File: src/rtl/iopmp_err_responder_if.sv
`default_nettype none
// ============================================================================
//  Module      : iopmp_err_responder_if
//  Description : TL-UL A/D channel bundle between the IOPMP request handler
//                (master side) and the error responder (slave side).
//  Revision    : 1.0 - initial release
// ============================================================================
interface iopmp_err_responder_if #(
    parameter int SOURCE_WIDTH = 8
);
    // A channel
    logic                    a_valid;
    logic [2:0]              a_opcode;
    logic [1:0]              a_size;
    logic [SOURCE_WIDTH-1:0] a_source;
    logic [31:0]             a_address;
    logic                    a_ready;
    // D channel
    logic                    d_valid;
    logic [2:0]              d_opcode;
    logic [2:0]              d_param;
    logic [1:0]              d_size;
    logic [SOURCE_WIDTH-1:0] d_source;
    logic                    d_sink;
    logic [31:0]             d_data;
    logic                    d_error;
    logic                    d_ready;

    modport master (
        output a_valid, a_opcode, a_size, a_source, a_address, d_ready,
        input  a_ready, d_valid, d_opcode, d_param, d_size, d_source,
               d_sink, d_data, d_error
    );

    modport slave (
        input  a_valid, a_opcode, a_size, a_source, a_address, d_ready,
        output a_ready, d_valid, d_opcode, d_param, d_size, d_source,
               d_sink, d_data, d_error
    );
endinterface
`default_nettype wire

File: src/rtl/iopmp_err_responder.sv
`default_nettype none
// ============================================================================
//  Module      : iopmp_err_responder
//  Description : Terminates permission-denied TL-UL requests with a single-beat
//                D response and records the first violation. The error record,
//                overflow flag and interrupt exist only when the macro
//                IOPMP_ERR_RECORD_EN is defined; otherwise they read as 0.
//                err_cfg_i[0] = ie (interrupt enable), err_cfg_i[1] = rs
//                (response suppress).
//  Revision    : 1.0 - initial release
// ============================================================================
module iopmp_err_responder #(
    parameter int ADDR_WIDTH   = 34,
    parameter int SOURCE_WIDTH = 8
) (
    input  wire logic                    clk,
    input  wire logic                    reset,
    iopmp_err_responder_if.slave         tl,
    input  wire logic                    denied_i,
    input  wire logic [SOURCE_WIDTH-1:0] rrid_i,
    input  wire logic [1:0]              err_cfg_i,
    input  wire logic                    err_clr_i,
    output logic                         err_valid_o,
    output logic                         err_ovf_o,
    output logic [ADDR_WIDTH-1:0]        err_addr_o,
    output logic [SOURCE_WIDTH-1:0]      err_rrid_o,
    output logic [1:0]                   err_ttype_o,
    output logic                         irq_o
);

    localparam logic [2:0] c_OP_PUT_FULL    = 3'd0;
    localparam logic [2:0] c_OP_PUT_PARTIAL = 3'd1;
    localparam logic [2:0] c_OP_GET         = 3'd4;
    localparam logic [2:0] c_OP_ACK         = 3'd0;
    localparam logic [2:0] c_OP_ACK_DATA    = 3'd1;

    typedef enum logic [0:0] {
        S_IDLE = 1'b0,
        S_RESP = 1'b1
    } state_t;

    state_t                  r_state;
    logic                    r_a_ready;
    logic                    r_d_valid;
    logic [2:0]              r_d_opcode;
    logic [1:0]              r_d_size;
    logic [SOURCE_WIDTH-1:0] r_d_source;
    logic                    r_d_error;

    logic                    w_accept;
    logic                    w_is_get;
    logic                    w_is_put;
    logic [2:0]              w_d_opcode;
    logic                    w_d_error;

    // Decode the incoming request and form the response it will receive.
    always_comb begin
        w_accept   = tl.a_valid & denied_i & (r_state == S_IDLE);
        w_is_get   = (tl.a_opcode == c_OP_GET);
        w_is_put   = (tl.a_opcode == c_OP_PUT_FULL) |
                     (tl.a_opcode == c_OP_PUT_PARTIAL);
        w_d_opcode = w_is_get ? c_OP_ACK_DATA : c_OP_ACK;
        // Unknown opcodes always error, even when responses are suppressed.
        w_d_error  = (w_is_get | w_is_put) ? ~err_cfg_i[1] : 1'b1;
    end

    // Response FSM: accept one denied request, hold the D beat until taken.
    always_ff @(posedge clk) begin
        if (reset) begin
            r_state    <= S_IDLE;
            r_a_ready  <= 1'b1;
            r_d_valid  <= 1'b0;
            r_d_opcode <= '0;
            r_d_size   <= '0;
            r_d_source <= '0;
            r_d_error  <= 1'b0;
        end else begin
            case (r_state)
                S_IDLE: begin
                    if (w_accept) begin
                        r_state    <= S_RESP;
                        r_a_ready  <= 1'b0;
                        r_d_valid  <= 1'b1;
                        r_d_opcode <= w_d_opcode;
                        r_d_size   <= tl.a_size;
                        r_d_source <= tl.a_source;
                        r_d_error  <= w_d_error;
                    end
                end
                S_RESP: begin
                    if (tl.d_ready) begin
                        r_state   <= S_IDLE;
                        r_a_ready <= 1'b1;
                        r_d_valid <= 1'b0;
                    end
                end
                default: begin
                    r_state   <= S_IDLE;
                    r_a_ready <= 1'b1;
                    r_d_valid <= 1'b0;
                end
            endcase
        end
    end

    assign tl.a_ready  = r_a_ready;
    assign tl.d_valid  = r_d_valid;
    assign tl.d_opcode = r_d_opcode;
    assign tl.d_param  = 3'd0;
    assign tl.d_size   = r_d_size;
    assign tl.d_source = r_d_source;
    assign tl.d_sink   = 1'b0;
    assign tl.d_data   = 32'd0;
    assign tl.d_error  = r_d_error;

`ifdef IOPMP_ERR_RECORD_EN
    logic                    r_err_valid;
    logic                    r_err_ovf;
    logic [ADDR_WIDTH-1:0]   r_err_addr;
    logic [SOURCE_WIDTH-1:0] r_err_rrid;
    logic [1:0]              r_err_ttype;

    // Error record: first denial captured, later ones flag overflow; a new
    // capture takes priority over a simultaneous clear.
    always_ff @(posedge clk) begin
        if (reset) begin
            r_err_valid <= 1'b0;
            r_err_ovf   <= 1'b0;
            r_err_addr  <= '0;
            r_err_rrid  <= '0;
            r_err_ttype <= '0;
        end else if (w_accept && (!r_err_valid || err_clr_i)) begin
            r_err_valid <= 1'b1;
            r_err_ovf   <= 1'b0;
            r_err_addr  <= {{(ADDR_WIDTH-32){1'b0}}, tl.a_address};
            r_err_rrid  <= rrid_i;
            r_err_ttype <= w_is_get ? 2'd1 : 2'd2;
        end else if (w_accept) begin
            r_err_ovf   <= 1'b1;
        end else if (err_clr_i) begin
            r_err_valid <= 1'b0;
            r_err_ovf   <= 1'b0;
        end
    end

    assign err_valid_o = r_err_valid;
    assign err_ovf_o   = r_err_ovf;
    assign err_addr_o  = r_err_addr;
    assign err_rrid_o  = r_err_rrid;
    assign err_ttype_o = r_err_ttype;
    assign irq_o       = r_err_valid & err_cfg_i[0];
`else
    // Record inputs have no consumer when the record is not built.
    wire w_unused_rec = ^{tl.a_address, rrid_i, err_clr_i, err_cfg_i[0]};

    assign err_valid_o = 1'b0;
    assign err_ovf_o   = 1'b0;
    assign err_addr_o  = '0;
    assign err_rrid_o  = '0;
    assign err_ttype_o = 2'd0;
    assign irq_o       = 1'b0;
`endif

endmodule
`default_nettype wire

File: src/flat_wrapper.sv
// flat-port wrapper written by rule: the top's interface ports become plain ports
module iopmp_err_responder_flat 
#(
    parameter int ADDR_WIDTH   = 34,
    parameter int SOURCE_WIDTH = 8
)
  (clk, reset, denied_i, rrid_i, err_cfg_i, err_clr_i, err_valid_o, err_ovf_o, err_addr_o, err_rrid_o, err_ttype_o, irq_o, tl_a_valid, tl_a_opcode, tl_a_size, tl_a_source, tl_a_address, tl_d_ready, tl_a_ready, tl_d_valid, tl_d_opcode, tl_d_param, tl_d_size, tl_d_source, tl_d_sink, tl_d_data, tl_d_error);
  iopmp_err_responder_if #(.SOURCE_WIDTH(SOURCE_WIDTH)) tl_i ();
  input  wire logic clk;
  input  wire logic reset;
  input  wire logic denied_i;
  input  wire logic [SOURCE_WIDTH-1:0] rrid_i;
  input  wire logic [1:0] err_cfg_i;
  input  wire logic err_clr_i;
  output logic err_valid_o;
  output logic err_ovf_o;
  output logic [ADDR_WIDTH-1:0] err_addr_o;
  output logic [SOURCE_WIDTH-1:0] err_rrid_o;
  output logic [1:0] err_ttype_o;
  output logic irq_o;
  input wire logic [$bits(tl_i.a_valid)-1:0] tl_a_valid;
  input wire logic [$bits(tl_i.a_opcode)-1:0] tl_a_opcode;
  input wire logic [$bits(tl_i.a_size)-1:0] tl_a_size;
  input wire logic [$bits(tl_i.a_source)-1:0] tl_a_source;
  input wire logic [$bits(tl_i.a_address)-1:0] tl_a_address;
  input wire logic [$bits(tl_i.d_ready)-1:0] tl_d_ready;
  output wire logic [$bits(tl_i.a_ready)-1:0] tl_a_ready;
  output wire logic [$bits(tl_i.d_valid)-1:0] tl_d_valid;
  output wire logic [$bits(tl_i.d_opcode)-1:0] tl_d_opcode;
  output wire logic [$bits(tl_i.d_param)-1:0] tl_d_param;
  output wire logic [$bits(tl_i.d_size)-1:0] tl_d_size;
  output wire logic [$bits(tl_i.d_source)-1:0] tl_d_source;
  output wire logic [$bits(tl_i.d_sink)-1:0] tl_d_sink;
  output wire logic [$bits(tl_i.d_data)-1:0] tl_d_data;
  output wire logic [$bits(tl_i.d_error)-1:0] tl_d_error;
  assign tl_i.a_valid = tl_a_valid;
  assign tl_i.a_opcode = tl_a_opcode;
  assign tl_i.a_size = tl_a_size;
  assign tl_i.a_source = tl_a_source;
  assign tl_i.a_address = tl_a_address;
  assign tl_i.d_ready = tl_d_ready;
  assign tl_a_ready = tl_i.a_ready;
  assign tl_d_valid = tl_i.d_valid;
  assign tl_d_opcode = tl_i.d_opcode;
  assign tl_d_param = tl_i.d_param;
  assign tl_d_size = tl_i.d_size;
  assign tl_d_source = tl_i.d_source;
  assign tl_d_sink = tl_i.d_sink;
  assign tl_d_data = tl_i.d_data;
  assign tl_d_error = tl_i.d_error;
  iopmp_err_responder #(.ADDR_WIDTH(ADDR_WIDTH), .SOURCE_WIDTH(SOURCE_WIDTH)) u_core (.clk(clk), .reset(reset), .tl(tl_i), .denied_i(denied_i), .rrid_i(rrid_i), .err_cfg_i(err_cfg_i), .err_clr_i(err_clr_i), .err_valid_o(err_valid_o), .err_ovf_o(err_ovf_o), .err_addr_o(err_addr_o), .err_rrid_o(err_rrid_o), .err_ttype_o(err_ttype_o), .irq_o(irq_o));
endmodule
File: config.mk
export PLATFORM = sky130hd
export DESIGN_NAME = iopmp_err_responder_flat
export DESIGN_NICKNAME = d
export VERILOG_FILES = /design/src/rtl/iopmp_err_responder_if.sv /design/src/rtl/iopmp_err_responder.sv /design/src/flat_wrapper.sv
export SDC_FILE = /design/constraint.sdc
export NUM_CORES = 1
export LEC_CHECK = 0
export BUFFER_PORTS_ARGS = -buffer_cell sky130_fd_sc_hd__clkbuf_2
export CORE_AREA = 2 2 63 65
export DETAILED_ROUTE_END_ITERATION = 7
export DIE_AREA = 0 0 65 67
export PLACE_DENSITY = 0.93
export SYNTH_ARGS = -nofsm -noshare
export SYNTH_HDL_FRONTEND = slang
export SYNTH_SLANG_ARGS = --single-unit
File: constraint.sdc
create_clock -name clk -period 2.95 [get_ports clk]
set_input_delay 0.1475 -clock clk [delete_from_list [all_inputs] [get_ports clk]]
set_output_delay 0.1475 -clock clk [all_outputs]
set_load 0.005 [all_outputs]
==> impl_metrics.tcl, run 1 <==
set metrics [dict create \
    fin_tns_setup_ns 0 \
    drive_gt1_share_pct 19.89 \
    coreArea_mm2 0.003606 \
    diodes 0 \
    pre_cts_slack_ns 1.599 \
    synthCells 149 \
    cp_slowest_cell "or4b_1" \
    hold_viol 0 \
    dieArea_mm2 0.004355 \
    final_util_pct 30.81 \
    synth.most_common_cell "buf_4" \
    grt_pass1_vias 588 \
    drv_slew 0 \
    clkTransAtPathRegs_ns 0.06 \
    finalCritPeriodShare_pct 45.46 \
    die_x_um 65 \
    gr-usage-all-layers_pct 7.525 \
    rows 22 \
    overflow 0 \
    path_cells "nand3b_4, or4b_1, a21oi_1" \
    drt_pre_antenna_iters 4 \
    syn_to_final_growth_pct -5.932 \
    synth-async-reset-ratio_pct 0 \
    grt_start_max_net_pins 16 \
    path_max_fanout 15 \
    maxCapViolCount 0 \
    synth_top_area_share_pct 54.03 \
    drcViolationCount 0 \
    port_buffers 32 \
    drtIter0Drc 9 \
    avgViaCountPerCell 3.362 \
    ys_seq_area_share_pct 25.42 \
    cts_buffers 3 \
    vias 770 \
    required_ns 3.12 \
    ys.flop_type "dfxtp_1" \
    wire_per_inst_um 7.769 \
    initial_core_util_pct 32.76 \
    crit_buf_inv 0 \
    antenna_found_initial 0 \
    dpl.hpwl_um 1504 \
    routabilityCongestion 0.6592 \
    max_stage_delay_ns 0.54 \
    die_y_um 67 \
    synth_common_cells "buf_4 (85), nand2_1 (23), dfxtp_1 (15)" \
    layout.nets 243 \
    totalWireLength_um 1779 \
    total_leakage_power_nw 0.6379 \
    peakVddDrop_mv 0.2110 \
    io_pins 160 \
    fmax_mhz 745.6 \
    worstSetupPathType "reg2reg" \
    critPathTopFamily "simple AND/OR/NAND/NOR gates" \
    outcome "finished, final reports clean" \
    ctsResizeCount 0 \
    clockRootBuffer "clkbuf_8" \
    syn_area_mm2 0.001181 \
    setup_slack_ns 1.609 \
    crit_arrival_ns 1.52 \
    end_kind "flip-flop" \
    cts_hold_buf 0 \
    setup_viol 0 \
    synth_edf_count 0 \
    htreeDepth 1 \
    cts_buffer_depth 2 \
    power_density_mw_per_mm2 412.1 \
    yosys_warnings 0 \
    post_cts_buffers 0 \
    yosys.area.top_type "buf_4" \
    ys_types 16 \
    hp-class "in2reg" \
    cts.sinks 15 \
    start_kind "flip-flop" \
    syn_area_per_cell_um2 7.927 \
    synth_seq_cells 15 \
    fin_skew_ns 0.003057 \
    rsz0062_at_grt "no" \
    synth_area_leaders "buf_4 (54%), dfxtp_1 (25%), nand2_1 (7.3%)" \
    grt_pass1_wl_um 2477 \
    cts_tree "built" \
    period_needed_ns 1.341 \
    clock_latency_ns 0.24 \
    antenna_left 0 \
]
==> layout make-up <==
type                            instances  area, µm²
Fill cell                             416       2495
Multi-Input combinational cell        129      541.8
Sequential cell                        15      300.3
Timing Repair Buffer                   32      160.2
Tap cell                               48      60.06
Clock buffer                            4      45.04
Inverter                                1      3.754
==> through the flow <==
stage               total power, mW  instance area, µm²  instances  hold WS [ns]
floorplan                    0.3490                1496        233        0.2166
finish                       0.4578                1111        229        0.1155
global route                 0.4883                1111        229        0.1180
global placement             0.2925                1066        225        0.3718
CTS                          0.4611                1111        229        0.1141
detailed placement           0.2946                1066        225        0.3769
==> per-layer routing <==
| metal | GRT usage (%) | part of all wire [%] |
|---|---|---|
| met1 | 7.490 | 33 |
| met2 | 13.92 | 52 |
| met3 | 1.858 | 14 |
| met4 | 4.787 | 0.56 |
| met5 | 0 | 0 |
==> kinds of logic after synthesis <==
group	after synthesis	synth area share, %
and+or+nand+nor	29	11.97
AOI/OAI and AO/OA	15	6.886
other	1	0.3175
buffers and inverters	89	55.40
DFF	15	25.42
==> worst reg2reg max path, cell delays in order, from the launching register on <==
cell and delay [ns]:
dfxtp_1 0.33, nand3b_4 0.26, or4b_1 0.55, a21oi_1 0.14
==> final timing paths <==
check / startpoint / endpoint / slack, ns / cells after the start
hold / removal: tl_a_source[6] / u_core.tl.d_source[6]$_SDFFE_PP0P_ / 0.12 / 3
setup / recovery: u_core.r_state$_SDFF_PP0_ / u_core.tl.d_opcode[0]$_SDFFE_PP0P_ / 1.61 / 3
setup reg to reg: u_core.r_state$_SDFF_PP0_ / u_core.tl.d_opcode[0]$_SDFFE_PP0P_ / 1.61 / 3
hold reg to reg: u_core.tl.a_ready$_SDFFE_PP1P_ / u_core.tl.a_ready$_SDFFE_PP1P_ / 0.45 / 2
==> power by group <==
| part | internal [mW] | total, mW | switching, mW |
|---|---|---|---|
| combinational | 0.0233 | 0.0732 | 0.0499 |
| sequential | 0.213 | 0.218 | 0.00529 |
| clock | 0.0955 | 0.166 | 0.0708 |
==> cells in the final DEF (no fill, tap or decap), types with 3 or more instances in the layout <==
cell,instances
nand2_1,23
a21oi_1,13
conb_1,85
dfxtp_1,15
clkbuf_2,32
clkbuf_8,3
==> state kept, by name (all words and copies together) (netlist names) <==
name / count
u_core.tl.d_source: 8
u_core.tl.d_opcode: 1
u_core.r_state: 1
u_core.tl.d_valid: 1
u_core.tl.d_size: 2
u_core.tl.d_error: 1
u_core.tl.a_ready: 1
Note: power is estimated with default switching activity, not from simulation.
==> run 2: changes to the inputs <==
CORE_AREA = 2 2 68 70   (was 2 2 63 65)
DIE_AREA = 0 0 70 72   (was 0 0 65 67)
PLACE_DENSITY = 0.86   (was 0.93)
clock period = 1.2 ns   (was 2.95 ns; I/O delays follow)
==> run 2 against run 1 <==
Routed wire length increased by 19%. Critical path depth unchanged. Clock power rose by 150%. Via count increased by 1.6%. Sequential share of layout area decreased by 1.0 points. Design area up 3.9%. Cell count is 3.9% higher. Fmax grew 18%. Combinational power grew to 2.7 times the previous value. Setup slack worse by 1.5 ns. Hold slack lost 0.085 ns. Highest routed layer unchanged.
==> impl_metrics.tcl, run 2 (synthesized netlist as in run 1, its figures left out) <==
set metrics [dict create \
    setup_viol 0 \
    cts_hold_buf 0 \
    dpl-instance-area_mm2 0.001109 \
    die_x_um 70 \
    drv_slew 0 \
    end_kind "flip-flop" \
    grt_pass1_wl_um 3008 \
    peakVddDrop_mv 0.4074 \
    path_cells "nand3b_4, or4b_1, a21oi_1" \
    p_comb_share_pct 17.5 \
    rows 24 \
    diodes 0 \
    crit_arrival_ns 1.31 \
    layout.nets 248 \
    grt_start_max_net_pins 15 \
    antenna_left 0 \
    hold_viol 0 \
    required_ns 1.38 \
    port_buffers 32 \
    cts_buffers 3 \
    p_sw_uw 316.3 \
    drive_gt1_share_pct 22.04 \
    maxCapViolCount 0 \
    gr-usage-all-layers_pct 7.884 \
    max_stage_delay_ns 0.47 \
    die_y_um 72 \
    fin_tns_setup_ns 0 \
    io_pins 160 \
    vias 782 \
    mostFrequentLayoutCells "conb_1 (85), clkbuf_2 (32), nand2_1 (23)" \
    clockRootBuffer "clkbuf_8" \
    htreeDepth 1 \
    overflow 0 \
    switching_share_pct 27.65 \
    fin_area_mm2 0.001155 \
    syn_to_final_growth_pct -2.224 \
    p_seq_share_pct 46.8 \
    final_util_pct 27.08 \
    drtIter0Drc 3 \
    cts_buffer_depth 2 \
    avgViaCountPerCell 3.286 \
    finalCritPeriodShare_pct 94.79 \
    post_cts_buffers 0 \
    routabilityCongestion 0.6405 \
    start_kind "flip-flop" \
    cts_tree "built" \
    largest_reg_flops 8 \
    fin_skew_ns 0.0007035 \
    initial_core_util_pct 27.70 \
    clock_latency_ns 0.24 \
    path_max_fanout 4 \
    cp_slowest_cell "or4b_1" \
    dpl.hpwl_um 1702 \
    clkTransAtPathRegs_ns 0.06 \
    period_needed_ns 1.137 \
    fmax_mhz 879.2 \
    cts.sinks 15 \
    power_density_mw_per_mm2 990.6 \
    layout_commonest_cell "conb_1" \
    total_leakage_power_nw 0.6623 \
    worstSetupPathType "reg2reg" \
    clockPowerShare_pct 35.7 \
    hp-class "in2reg" \
    ctsResizeCount 0 \
    p_int_uw 827.7 \
    totalWireLength_um 2113 \
    coreArea_mm2 0.004264 \
    outcome "finished, final reports clean" \
    wire_per_inst_um 8.878 \
    drt_pre_antenna_iters 2 \
    drcViolationCount 0 \
    grt_pass1_vias 631 \
    dieArea_mm2 0.005040 \
    antenna_found_initial 0 \
]
-- run 2: through the flow --
step	hold WS, ns	cells	setup WS [ns]	power [mW]
2_1_floorplan	0.1291	233	0.04328	0.8580
3_3_place_gp	0.2827	234	0.02744	0.7387
3_5_place_dp	0.2919	234	0.01614	0.7422
4_1_cts	0.02685	238	0.005111	1.166
5_1_grt	0.03467	238	-0.02038	1.237
6_report	0.03082	238	0.06258	1.144
-- run 2: critical path: cells and delay by family, from the launching register on --
family / cells / cell delay [ns]
AO/OA/AOI/OAI: 1 / 0.12
flip-flops: 1 / 0.31
AND/OR/NAND/NOR: 2 / 0.64
-- run 2: final timing paths --
| kind | from | to | slack [ns] | cells past startpoint |
|---|---|---|---|---|
| max | u_core.r_state$_SDFF_PP0_ | u_core.tl.d_opcode[0]$_SDFFE_PP0P_ | 0.06 | 3 |
| min | tl_a_source[6] | u_core.tl.d_source[6]$_SDFFE_PP0P_ | 0.03 | 3 |
| max reg2reg | u_core.r_state$_SDFF_PP0_ | u_core.tl.d_opcode[0]$_SDFFE_PP0P_ | 0.06 | 3 |
| min reg2reg | u_core.tl.a_ready$_SDFFE_PP1P_ | u_core.tl.a_ready$_SDFFE_PP1P_ | 0.44 | 2 |
-- run 2: layout make-up --
type	instances	area, µm²
fill	493	3109
multi-input combinational	129	543.0
sequential	15	300.3
timing repair buffer	37	197.7
tap	52	65.06
clock buffer	4	45.04
inverter	1	3.754
-- run 2: power groups by stage --
| stage | clock, mW | sequential [mW] | combinational [mW] |
|---|---|---|---|
| 2_1_floorplan | 0 | 0.549 | 0.309 |
| 3_3_place_gp | 0 | 0.545 | 0.194 |
| 3_5_place_dp | 0 | 0.547 | 0.195 |
| 4_1_cts | 0.434 | 0.536 | 0.196 |
| 5_1_grt | 0.466 | 0.538 | 0.232 |
| 6_report | 0.408 | 0.536 | 0.200 |
-- run 2: per-layer routing --
layer	global-route usage (%)	vias to the layer above	routed length, µm
li1	-	370	-
met1	8.559	339	772
met2	13.33	71	1029
met3	4.167	2	293
met4	2.564	0	18
met5	0	-	0
